[config.mk]
export PLATFORM = sky130hd
export DESIGN_NAME = meter_ctrl
export DESIGN_NICKNAME = d
export VERILOG_FILES = /design/src/rtl/meter_pkg.sv /design/src/rtl/meter_ctrl_bin2bcd14.sv /design/src/rtl/meter_ctrl.sv
export SDC_FILE = /design/constraint.sdc
export NUM_CORES = 1
export LEC_CHECK = 0
export ABC_AREA = 0
export CAP_MARGIN = 40
export CORE_AREA = 2 2 128 130
export CTS_CLUSTER_DIAMETER = 120
export CTS_CLUSTER_SIZE = 40
export DETAILED_ROUTE_END_ITERATION = 6
export DIE_AREA = 0 0 130 132
export PLACE_DENSITY = 0.79
export SYNTH_ARGS = -nofsm -noshare
export SYNTH_HDL_FRONTEND = slang
export SYNTH_HIERARCHICAL = 1
export SYNTH_SLANG_ARGS = --single-unit
[constraint.sdc]
create_clock -name clk -period 10.9 [get_ports clk]
set_input_delay 1.635 -clock clk [delete_from_list [all_inputs] [get_ports clk]]
set_output_delay 1.635 -clock clk [all_outputs]
set_load 0.02 [all_outputs]
[src/rtl/meter_pkg.sv]
// Shared constants and state encoding for the parking-meter countdown block.
package meter_pkg;

    // Counter range and the LOW/RUN boundary
    localparam logic [13:0] MAX_TIME   = 14'd9999;
    localparam logic [13:0] LOW_THRESH = 14'd200;

    // Seconds added by each button pulse
    localparam logic [13:0] ADD_U = 14'd10;
    localparam logic [13:0] ADD_L = 14'd180;
    localparam logic [13:0] ADD_R = 14'd200;
    localparam logic [13:0] ADD_D = 14'd550;

    // Values forced while a preset switch is held
    localparam logic [13:0] PRESET_SW0 = 14'd10;
    localparam logic [13:0] PRESET_SW1 = 14'd205;

    typedef enum logic [1:0] {
        EXPIRED = 2'd0,
        LOW     = 2'd1,
        RUN     = 2'd2
    } meter_state_t;

endpackage

[src/rtl/meter_ctrl_bin2bcd14.sv]
// Combinational double-dabble: 14-bit binary (0..9999) to four BCD digits.
module bin2bcd14 (
    input  logic [13:0] bin,
    output logic [15:0] bcd
);

    logic [29:0] shift_reg_next;

    // Shift-and-add-3: correct every BCD nibble >= 5 before each left shift
    always_comb begin
        shift_reg_next = {16'd0, bin};
        for (int i = 0; i < 14; i++) begin
            for (int d = 0; d < 4; d++) begin
                if (shift_reg_next[14 + 4*d +: 4] >= 4'd5) begin
                    shift_reg_next[14 + 4*d +: 4] = shift_reg_next[14 + 4*d +: 4] + 4'd3;
                end
            end
            shift_reg_next = shift_reg_next << 1;
        end
    end

    assign bcd = shift_reg_next[29:14];

endmodule

[src/rtl/meter_ctrl.sv]
// Parking-meter countdown sequencer: saturating seconds counter with button
// adds, preset switches, 1 Hz decrement and display flash control.
// Optional feature macro: METER_LOW_FLASH_EN (0.5 Hz flash in the LOW state).
module meter_ctrl
    import meter_pkg::*;
#(
    parameter int TICK_DIV = 100000000
) (
    input  logic        clk,
    input  logic        rst,
    input  logic        pulse_btnu,
    input  logic        pulse_btnl,
    input  logic        pulse_btnr,
    input  logic        pulse_btnd,
    input  logic        sw0,
    input  logic        sw1,
    output logic [13:0] time_bin,
    output logic [15:0] digits,
    output logic        blank,
    output logic        expired
);

    localparam int CNT_W = (TICK_DIV > 2) ? $clog2(TICK_DIV) : 1;
    localparam logic [CNT_W-1:0] CNT_LAST = CNT_W'(TICK_DIV - 1);
    localparam logic [CNT_W-1:0] CNT_HALF = CNT_W'(TICK_DIV / 2 - 1);

    logic [CNT_W-1:0] sec_cnt_reg;
    logic [1:0]       phase_reg;
    logic [13:0]      time_reg, time_next;
    logic [15:0]      digits_reg, bcd_next;
    logic             blank_reg, blank_next;
    meter_state_t     state_reg, state_next;
    logic             tick, half, preset, dec;
    logic [14:0]      add_sum, sum_next;

    assign preset = sw0 | sw1;
    assign tick   = (sec_cnt_reg == CNT_LAST);
    assign half   = (sec_cnt_reg == CNT_HALF) || tick;
    assign dec    = tick && (time_reg != 14'd0);

    // Second prescaler and flash phase; both frozen at zero while a preset is held
    always_ff @(posedge clk or posedge rst) begin
        if (rst) begin
            sec_cnt_reg <= '0;
            phase_reg   <= 2'd0;
        end else if (preset) begin
            sec_cnt_reg <= '0;
            phase_reg   <= 2'd0;
        end else begin
            sec_cnt_reg <= tick ? '0 : sec_cnt_reg + 1'b1;
            if (half) begin
                phase_reg <= phase_reg + 2'd1;
            end
        end
    end

    // Next time value: presets win, otherwise add pulses, subtract tick, saturate
    always_comb begin
        add_sum = 15'd0;
        if (pulse_btnu) add_sum = add_sum + {1'b0, ADD_U};
        if (pulse_btnl) add_sum = add_sum + {1'b0, ADD_L};
        if (pulse_btnr) add_sum = add_sum + {1'b0, ADD_R};
        if (pulse_btnd) add_sum = add_sum + {1'b0, ADD_D};
        sum_next = {1'b0, time_reg} + add_sum - {14'd0, dec};
        if (sw0) begin
            time_next = PRESET_SW0;
        end else if (sw1) begin
            time_next = PRESET_SW1;
        end else if (sum_next > {1'b0, MAX_TIME}) begin
            time_next = MAX_TIME;
        end else begin
            time_next = sum_next[13:0];
        end
    end

    // Time register and the registered BCD image of it
    always_ff @(posedge clk or posedge rst) begin
        if (rst) begin
            time_reg   <= 14'd0;
            digits_reg <= 16'd0;
        end else begin
            time_reg   <= time_next;
            digits_reg <= bcd_next;
        end
    end

    bin2bcd14 u_bcd (
        .bin (time_reg),
        .bcd (bcd_next)
    );

    // State register
    always_ff @(posedge clk or posedge rst) begin
        if (rst) begin
            state_reg <= EXPIRED;
        end else begin
            state_reg <= state_next;
        end
    end

    // Next state is classified from the upcoming time value
    always_comb begin
        if (time_next == 14'd0) begin
            state_next = EXPIRED;
        end else if (time_next < LOW_THRESH) begin
            state_next = LOW;
        end else begin
            state_next = RUN;
        end
    end

    // Flash decode: EXPIRED flashes at 1 Hz, LOW optionally at 0.5 Hz
    always_comb begin
        blank_next = 1'b0;
        case (state_reg)
            EXPIRED: blank_next = phase_reg[0];
`ifdef METER_LOW_FLASH_EN
            LOW:     blank_next = phase_reg[1];
`else
            LOW:     blank_next = 1'b0;
`endif
            default: blank_next = 1'b0;
        endcase
    end

    // Registered blank so the display sees a glitch-free flag
    always_ff @(posedge clk or posedge rst) begin
        if (rst) begin
            blank_reg <= 1'b0;
        end else begin
            blank_reg <= blank_next;
        end
    end

    assign time_bin = time_reg;
    assign digits   = digits_reg;
    assign blank    = blank_reg;
    assign expired  = (state_reg == EXPIRED);

endmodule
# Word-level counts from Yosys, hierarchy flattened
# Cells that the tools add are included.
# word_totals
register_bits	62
latch_bits	0
mem_bits_rw	0
romBits	0
input_bits	8
out_inout_bits	32
mem_count	0
# op_classes
n_addsub	53
n_mul	0
div_mod_pow	0
magnitude_cmp	48
eq_ne	2
shifts	0
mux	60
n_bitwise	1
n_reduce_logical	6
# op_table
op	n
4-bit by 3-bit greater-or-equal comparator with 1-bit output (second input constant)	42
4-bit 2-to-1 mux	36
4-bit by 2-bit adder with 4-bit output (second input constant)	33
27-bit 2-to-1 mux	2
15-bit 2-to-1 mux	3
14-bit 2-to-1 mux	3
3-bit 2-to-1 mux	11
15-bit by 8-bit adder with 15-bit output (second input constant)	2
27-bit by 1-bit adder with 27-bit output (second input constant)	1
3-bit by 2-bit adder with 3-bit output (second input constant)	9
27-bit by 26-bit == test with 1-bit output (second input constant)	1
27-bit == test (second input constant)	1
14-bit by 15-bit adder with 15-bit output	1
15-bit by 10-bit adder with 15-bit output (second input constant)	1
15-bit by 14-bit > comparator with 1-bit output (second input constant)	1
15-bit by 1-bit subtractor with 15-bit output	1
14-bit logical NOT	1
14-bit by 8-bit < comparator with 1-bit output (second input constant)	1
14-bit nonzero test	1
1-bit by 2-bit adder with 3-bit output (second input constant)	3
1-bit by 3-bit greater-or-equal comparator with 1-bit output (second input constant)	3
2-bit 2-to-1 mux	4
1-bit by 2-bit adder with 3-bit output (both inputs constant)	1
1-bit by 3-bit greater-or-equal comparator with 1-bit output (both inputs constant)	1
7 further kinds	7

# Longest topological paths before layout
# Gate-level depths: netlist of the first run.
# depth
depth_word	26
mapped_depth	52
mapped_depth_nobuf	49

# Hierarchy
# The synthesis of the first run kept the hierarchy.
# by_module_without_submodules
mod	n_inst	cells_per_inst	area_each_um2
bin2bcd14	1	567	3976.3
meter_ctrl	1	414	3799.9

# Least setup slack after synthesis of the first run
# Ideal clock, no wire load.
# synth_timing
path_kind	flip-flop to flip-flop
from	register time_reg[12] (netlist: time_bin[12])
to	register digits_reg[8] (netlist: digits[8])
setup_ns	0.080
t_arrival_ns	9.136
required_time_ns	10.820
slack_ns	1.684
path_stages_with_launch	53
synth_period_minus_slack_ns	9.216
cell_sequence	dfrtp_1 -> buf_6 -> inv_1 -> ha_1 -> o21ai_2 -> xnor2_2 -> inv_2 -> ha_1 -> nand2b_1 -> a32oi_2 -> buf_6 -> xnor2_2 -> ha_1 -> clkbuf_1 -> nand2b_1 -> a41oi_1 -> nand2_1 -> ha_1 -> [17 not listed] -> a31oi_2 -> o22ai_1 -> inv_1 -> ha_1 -> inv_1 -> nand2_1 -> a211oi_2 -> nor2_2 -> or3_1 -> o21ai_2 -> inv_1 -> ha_1 -> or2_1 -> maj3_2 -> a221oi_4 -> mux2i_1 -> nor2b_1 -> xnor2_1
# synth_via
elab_chain_cells	24
elab_cells_between_ends	66
classes_between	add/sub (22); order compare (22); mux (22)
# synth_rtl
item	line_no	source
from (decl)	meter_ctrl.sv:29	logic [13:0] time_reg, time_next;
from (signal assigned)	meter_ctrl.sv:82	time_reg <= time_next;
4-bit by 2-bit adder with 4-bit output / 4-bit by 3-bit greater-or-equal comparator with 1-bit output (equally long branches)	meter_ctrl_bin2bcd14.sv:15, meter_ctrl_bin2bcd14.sv:14	
4-bit 2-to-1 mux (*)	meter_ctrl_bin2bcd14.sv:14	if (shift_reg_next[14 + 4*d +: 4] >= 4'd5) begin
4-bit by 2-bit adder with 4-bit output / 4-bit by 3-bit greater-or-equal comparator with 1-bit output (equally long branches)	meter_ctrl_bin2bcd14.sv:15, meter_ctrl_bin2bcd14.sv:14	
4-bit 2-to-1 mux	meter_ctrl_bin2bcd14.sv:14	
4-bit by 2-bit adder with 4-bit output / 4-bit by 3-bit greater-or-equal comparator with 1-bit output (equally long branches)	meter_ctrl_bin2bcd14.sv:15, meter_ctrl_bin2bcd14.sv:14	
4-bit 2-to-1 mux	meter_ctrl_bin2bcd14.sv:14	
4-bit by 3-bit greater-or-equal comparator with 1-bit output / 4-bit by 2-bit adder with 4-bit output (equally long branches)	meter_ctrl_bin2bcd14.sv:14, meter_ctrl_bin2bcd14.sv:15	
4-bit 2-to-1 mux	meter_ctrl_bin2bcd14.sv:14	
[9 not listed]	-	
4-bit 2-to-1 mux	meter_ctrl_bin2bcd14.sv:14	
4-bit by 2-bit adder with 4-bit output / 4-bit by 3-bit greater-or-equal comparator with 1-bit output (equally long branches)	meter_ctrl_bin2bcd14.sv:15, meter_ctrl_bin2bcd14.sv:14	
4-bit 2-to-1 mux	meter_ctrl_bin2bcd14.sv:14	
4-bit by 2-bit adder with 4-bit output / 4-bit by 3-bit greater-or-equal comparator with 1-bit output (equally long branches)	meter_ctrl_bin2bcd14.sv:15, meter_ctrl_bin2bcd14.sv:14	
4-bit 2-to-1 mux	meter_ctrl_bin2bcd14.sv:14	
4-bit by 2-bit adder with 4-bit output / 4-bit by 3-bit greater-or-equal comparator with 1-bit output (equally long branches)	meter_ctrl_bin2bcd14.sv:15, meter_ctrl_bin2bcd14.sv:14	
4-bit 2-to-1 mux (*)	meter_ctrl_bin2bcd14.sv:14	
via bcd_next[8]	meter_ctrl.sv:30	logic [15:0] digits_reg, bcd_next;
to (signal assigned)	meter_ctrl.sv:83	digits_reg <= bcd_next;
to (decl)	meter_ctrl.sv:30	
# The timed path passes the listed nets; every way through them passes the cells marked *.
# A chain may end at the register's enable or synchronous reset.

# Final worst setup path of the first run
# layout_timing
from	register time_reg[12] (netlist: time_bin[12])
to	register digits_reg[9] (netlist: digits[9])
# layout_via
elab_chain_cells	24
elab_cells_between_ends	90
classes_between	add/sub (30); order compare (30); mux (30)
# layout_rtl
item	line_no
4-bit by 2-bit adder with 4-bit output / 4-bit by 3-bit greater-or-equal comparator with 1-bit output (equally long branches)	meter_ctrl_bin2bcd14.sv:15, meter_ctrl_bin2bcd14.sv:14
4-bit 2-to-1 mux (*)	meter_ctrl_bin2bcd14.sv:14
4-bit by 2-bit adder with 4-bit output / 4-bit by 3-bit greater-or-equal comparator with 1-bit output (equally long branches)	meter_ctrl_bin2bcd14.sv:15, meter_ctrl_bin2bcd14.sv:14
4-bit 2-to-1 mux	meter_ctrl_bin2bcd14.sv:14
4-bit by 2-bit adder with 4-bit output / 4-bit by 3-bit greater-or-equal comparator with 1-bit output (equally long branches)	meter_ctrl_bin2bcd14.sv:15, meter_ctrl_bin2bcd14.sv:14
4-bit 2-to-1 mux	meter_ctrl_bin2bcd14.sv:14
4-bit by 3-bit greater-or-equal comparator with 1-bit output / 4-bit by 2-bit adder with 4-bit output (equally long branches)	meter_ctrl_bin2bcd14.sv:14, meter_ctrl_bin2bcd14.sv:15
4-bit 2-to-1 mux	meter_ctrl_bin2bcd14.sv:14
[9 not listed]	-
4-bit 2-to-1 mux	meter_ctrl_bin2bcd14.sv:14
4-bit by 2-bit adder with 4-bit output / 4-bit by 3-bit greater-or-equal comparator with 1-bit output (equally long branches)	meter_ctrl_bin2bcd14.sv:15, meter_ctrl_bin2bcd14.sv:14
4-bit 2-to-1 mux	meter_ctrl_bin2bcd14.sv:14
4-bit by 2-bit adder with 4-bit output / 4-bit by 3-bit greater-or-equal comparator with 1-bit output (equally long branches)	meter_ctrl_bin2bcd14.sv:15, meter_ctrl_bin2bcd14.sv:14
4-bit 2-to-1 mux	meter_ctrl_bin2bcd14.sv:14
4-bit by 2-bit adder with 4-bit output / 4-bit by 3-bit greater-or-equal comparator with 1-bit output (equally long branches)	meter_ctrl_bin2bcd14.sv:15, meter_ctrl_bin2bcd14.sv:14
4-bit 2-to-1 mux (*)	meter_ctrl_bin2bcd14.sv:14
via bcd_next[9]	meter_ctrl.sv:30
# Marks and branches as above.

==> results of run 1 <==
==> layout make-up <==
cell class	instances	area, µm²	share of cell area
Clock buffer	11	252.7	0.02932
Clock inverter	5	58.81	0.006821
Inverter	80	305.3	0.03541
Multi-Input combinational cell	802	5802	0.6730
Sequential cell	61	1526	0.1771
Tap cell	216	270.3	0.03135
Timing Repair Buffer	41	405.4	0.04702
==> final timing paths <==
| check | startpoint | end | slack, ns | cells past startpoint |
|---|---|---|---|---|
| max | time_bin[12]$_DFF_PP0_ | digits[9]$_DFF_PP0_ | 0.93 | 46 |
| min | time_bin[0]$_DFF_PP0_ | digits[0]$_DFF_PP0_ | 0.47 | 0 |
| max reg2reg | time_bin[12]$_DFF_PP0_ | digits[9]$_DFF_PP0_ | 0.93 | 46 |
| min reg2reg | time_bin[0]$_DFF_PP0_ | digits[0]$_DFF_PP0_ | 0.47 | 0 |
| max in group asynchronous | rst | time_bin[13]$_DFF_PP0_ | 8.56 | 3 |
| min in group asynchronous | rst | sec_cnt_reg[9]$_DFF_PP0_ | 1.85 | 3 |
==> cells in the mapped netlist (10+ instances only) <==
| cell type | instances |
|---|---|
| and2_1 | 10 |
| inv_1 | 75 |
| nor4_1 | 11 |
| nor2b_1 | 12 |
| nand2b_1 | 11 |
| o21ai_0 | 35 |
| a21o_1 | 15 |
| xnor2_1 | 27 |
| clkbuf_1 | 25 |
| o211ai_1 | 16 |
| a21oi_1 | 52 |
| o22ai_1 | 13 |
| nor2_1 | 111 |
| nand2_1 | 65 |
| nor3_1 | 22 |
| nand3_1 | 34 |
| and3_1 | 12 |
| ha_1 | 52 |
| a211oi_1 | 13 |
| nand4_1 | 13 |
| a31oi_1 | 13 |
| dfrtp_1 | 61 |
| xor2_1 | 25 |
| mux2i_1 | 26 |
==> worst register-to-register path: cells and delay by family (launching register included) <==
kind            cells  cell delay, ns
xor+xnor            2            0.31
compound gates     15            3.15
buf+inv             7            0.64
flops               1            0.55
simple gates       11            2.28
mux                 2            0.55
fa+ha+maj           9            2.40
==> routing by layer <==
metal,part of all wire,wire length [µm],track usage
met1,0.47,8226,0.2622
met2,0.49,8661,0.3450
met3,0.037,649,0.03856
met4,0.0070,123,0.03763
met5,0,0,0
==> stage by stage <==
step,area (µm²),setup WS [ns]
after floorplan,7776,1.684
after global placement,8265,1.127
after detailed placement,8265,0.6862
after CTS,8577,0.6548
after global routing,8621,0.06455
final,8621,0.9250
==> cells by family after synthesis <==
kind of cell	after synthesis	share of synthesized area
AOI/OAI and AO/OA	302	0.2978
xor gates and xnor gates	58	0.07337
adders and majority gates	55	0.08898
buffers and inverters	118	0.06324
DFF	61	0.1963
muxes	38	0.05261
and+or+nand+nor	349	0.2277
==> summary.md, run 1 <==
| Metric | Value |
|---|---|
| Ys flop type | `dfrtp_1` |
| Total CTS buffers | `9` |
| Filler cell count | `1,441` |
| Startpoint Class | `flip-flop` |
| Final WL | `~18 mm` |
| Leading area contributor after synthesis | `dfrtp_1` |
| DRC | `0` |
| Clock latency at the later pin of the worst-skew pair | `between 0.3 and 0.4 ns` |
| Most frequent cells in the layout | `nor2_1 (111), inv_1 (74), nand2_1 (65)` |
| Worst-Margin Slew | `about 0.85 ns` |
| Gr usage total | `0.2005` |
| Fin. Hold Viols | `0` |
| Post-synthesis cell type count | `~120` |
| Post-synthesis register bit count | `61` |
| WP data required | `11.11 ns` |
| Mapped Avg Cell Area | `approximately 7.9 µm²` |
| NumNets Final | `between 1,000 and 1,500` |
| Post-CTS Setup Bufs | `0` |
| # setup viols final | `0` |
| Slowest stage delay, CP | `0.55 ns` |
| Synth-to-Final Area Change | `10.86%` |
| Top-area cell type share of the netlist area | `0.1963` |
| First-pass GRT wire length | `just under 30 mm` |
| Register area share after synthesis | `0.1963` |
| Max FO, Critical Path | `12` |
| Critical path class | `flip-flop to flip-flop` |
| Core Area | `0.01571 mm²` |
| HP Class | `flip-flop to flip-flop` |
| # rows | `between 40 and 50` |
| TritonCTS clock tree | `yes` |
| Post-route ant nets | `0` |
| Placed cells | `1,200` |
| Antenna diodes | `0` |
| Slew headroom | `0.4330` |
| Mapped Area | `~0.0078 mm²` |
| IO Port Bufs | `39` |
| H-tree levels | `3` |
| RSZ-0062 raised after global routing | `false` |
| Number of synthesis warnings | `6` |
| Slew Viols, Final | `0` |
| Non-Filler Instances | `1,216` |
| Syn Nets | `between 1,000 and 1,500` |
| Final Core Density | `0.5487` |
| Top cells by area, synth | `dfrtp_1 (20%), ha_1 (8.4%), nor2_1 (5.4%)` |
| Post-synthesis cell count | `about 980` |
| Die ar. | `~0.017 mm²` |
| Maximum Capacitance Violations | `0` |
| Commonest non-fill, non-tap cell in the layout | `nor2_1` |
| Root buf cell | `clkbuf_16` |
| Worst Setup End Kind | `flip-flop` |
| Boundary Pins | `40` |
| Largest net degree at the start of global routing | `62` |
| Tmin final | `between 9 and 10 ns` |
| Hold WS | `approximately 0.47 ns` |
| Chip height | `~130 µm` |
| Initial Utilization | `0.4949` |
| Final HPWL DP | `13.15 mm` |
| Vias | `between 7,000 and 8,000` |
| Crit path max-delay cell type | `dfrtp_1` |
| Crit path max-delay family | `compound AO/OA/AOI/OAI gates` |
| Vias in the first global route | `6,580` |
| Share of cells above drive strength 1 | `0.1000` |
| CP most frequent cell | `ha_1` |
| Synth async-reset ratio | `1.000` |
| Vias per cell | `6.083` |
| WP buf/inv | `7` |
| Gates resized, CTS repair | `0` |
| Worst-path clk slew | `approximately 0.05 ns` |
| Die X-Extent | `between 100 and 150 µm` |
| GR Overflow Total | `0` |
| Max reg flops | `27` |
| CP arrival | `roughly 10 ns` |
| # clock sinks | `61` |
| GP Congestion | `0.9060` |
| CTS Hold Bufs | `0` |
| Wire per inst | `between 10 and 15 µm` |
| Post-route clock skew | `0.006043 ns` |
| Setup_tns | `0 ns` |
| Initial antenna violation count | `0` |
| Status | `completed` |
| Initial DRC count | `442` |
| Crit share post-route | `0.9151` |
| DR pass1 iterations | `6` |
| Number of enable flip-flop cells after synthesis | `0` |
| Highest Clock Rate | `between 0.1 and 0.15 GHz` |
| Clock buffer depth | `2` |
Power of run 1 is not shown: default switching activity piles up to over one toggle a cycle in this logic, so the estimate is an artifact.
==> run 2: changes to the inputs <==
--- a/config.mk
+++ b/config.mk
@@ -8,3 +8,2 @@
 export ABC_AREA = 0
-export CAP_MARGIN = 40
 export CORE_AREA = 2 2 128 130
--- a/constraint.sdc
+++ b/constraint.sdc
@@ -3,2 +3,2 @@
 set_output_delay 1.635 -clock clk [all_outputs]
-set_load 0.02 [all_outputs]
+set_load 0.05 [all_outputs]
==> results of run 2 <==
The final DEF is identical to that of run 1; final timing and power are the same.
Power of run 2 is left out for the same reason.
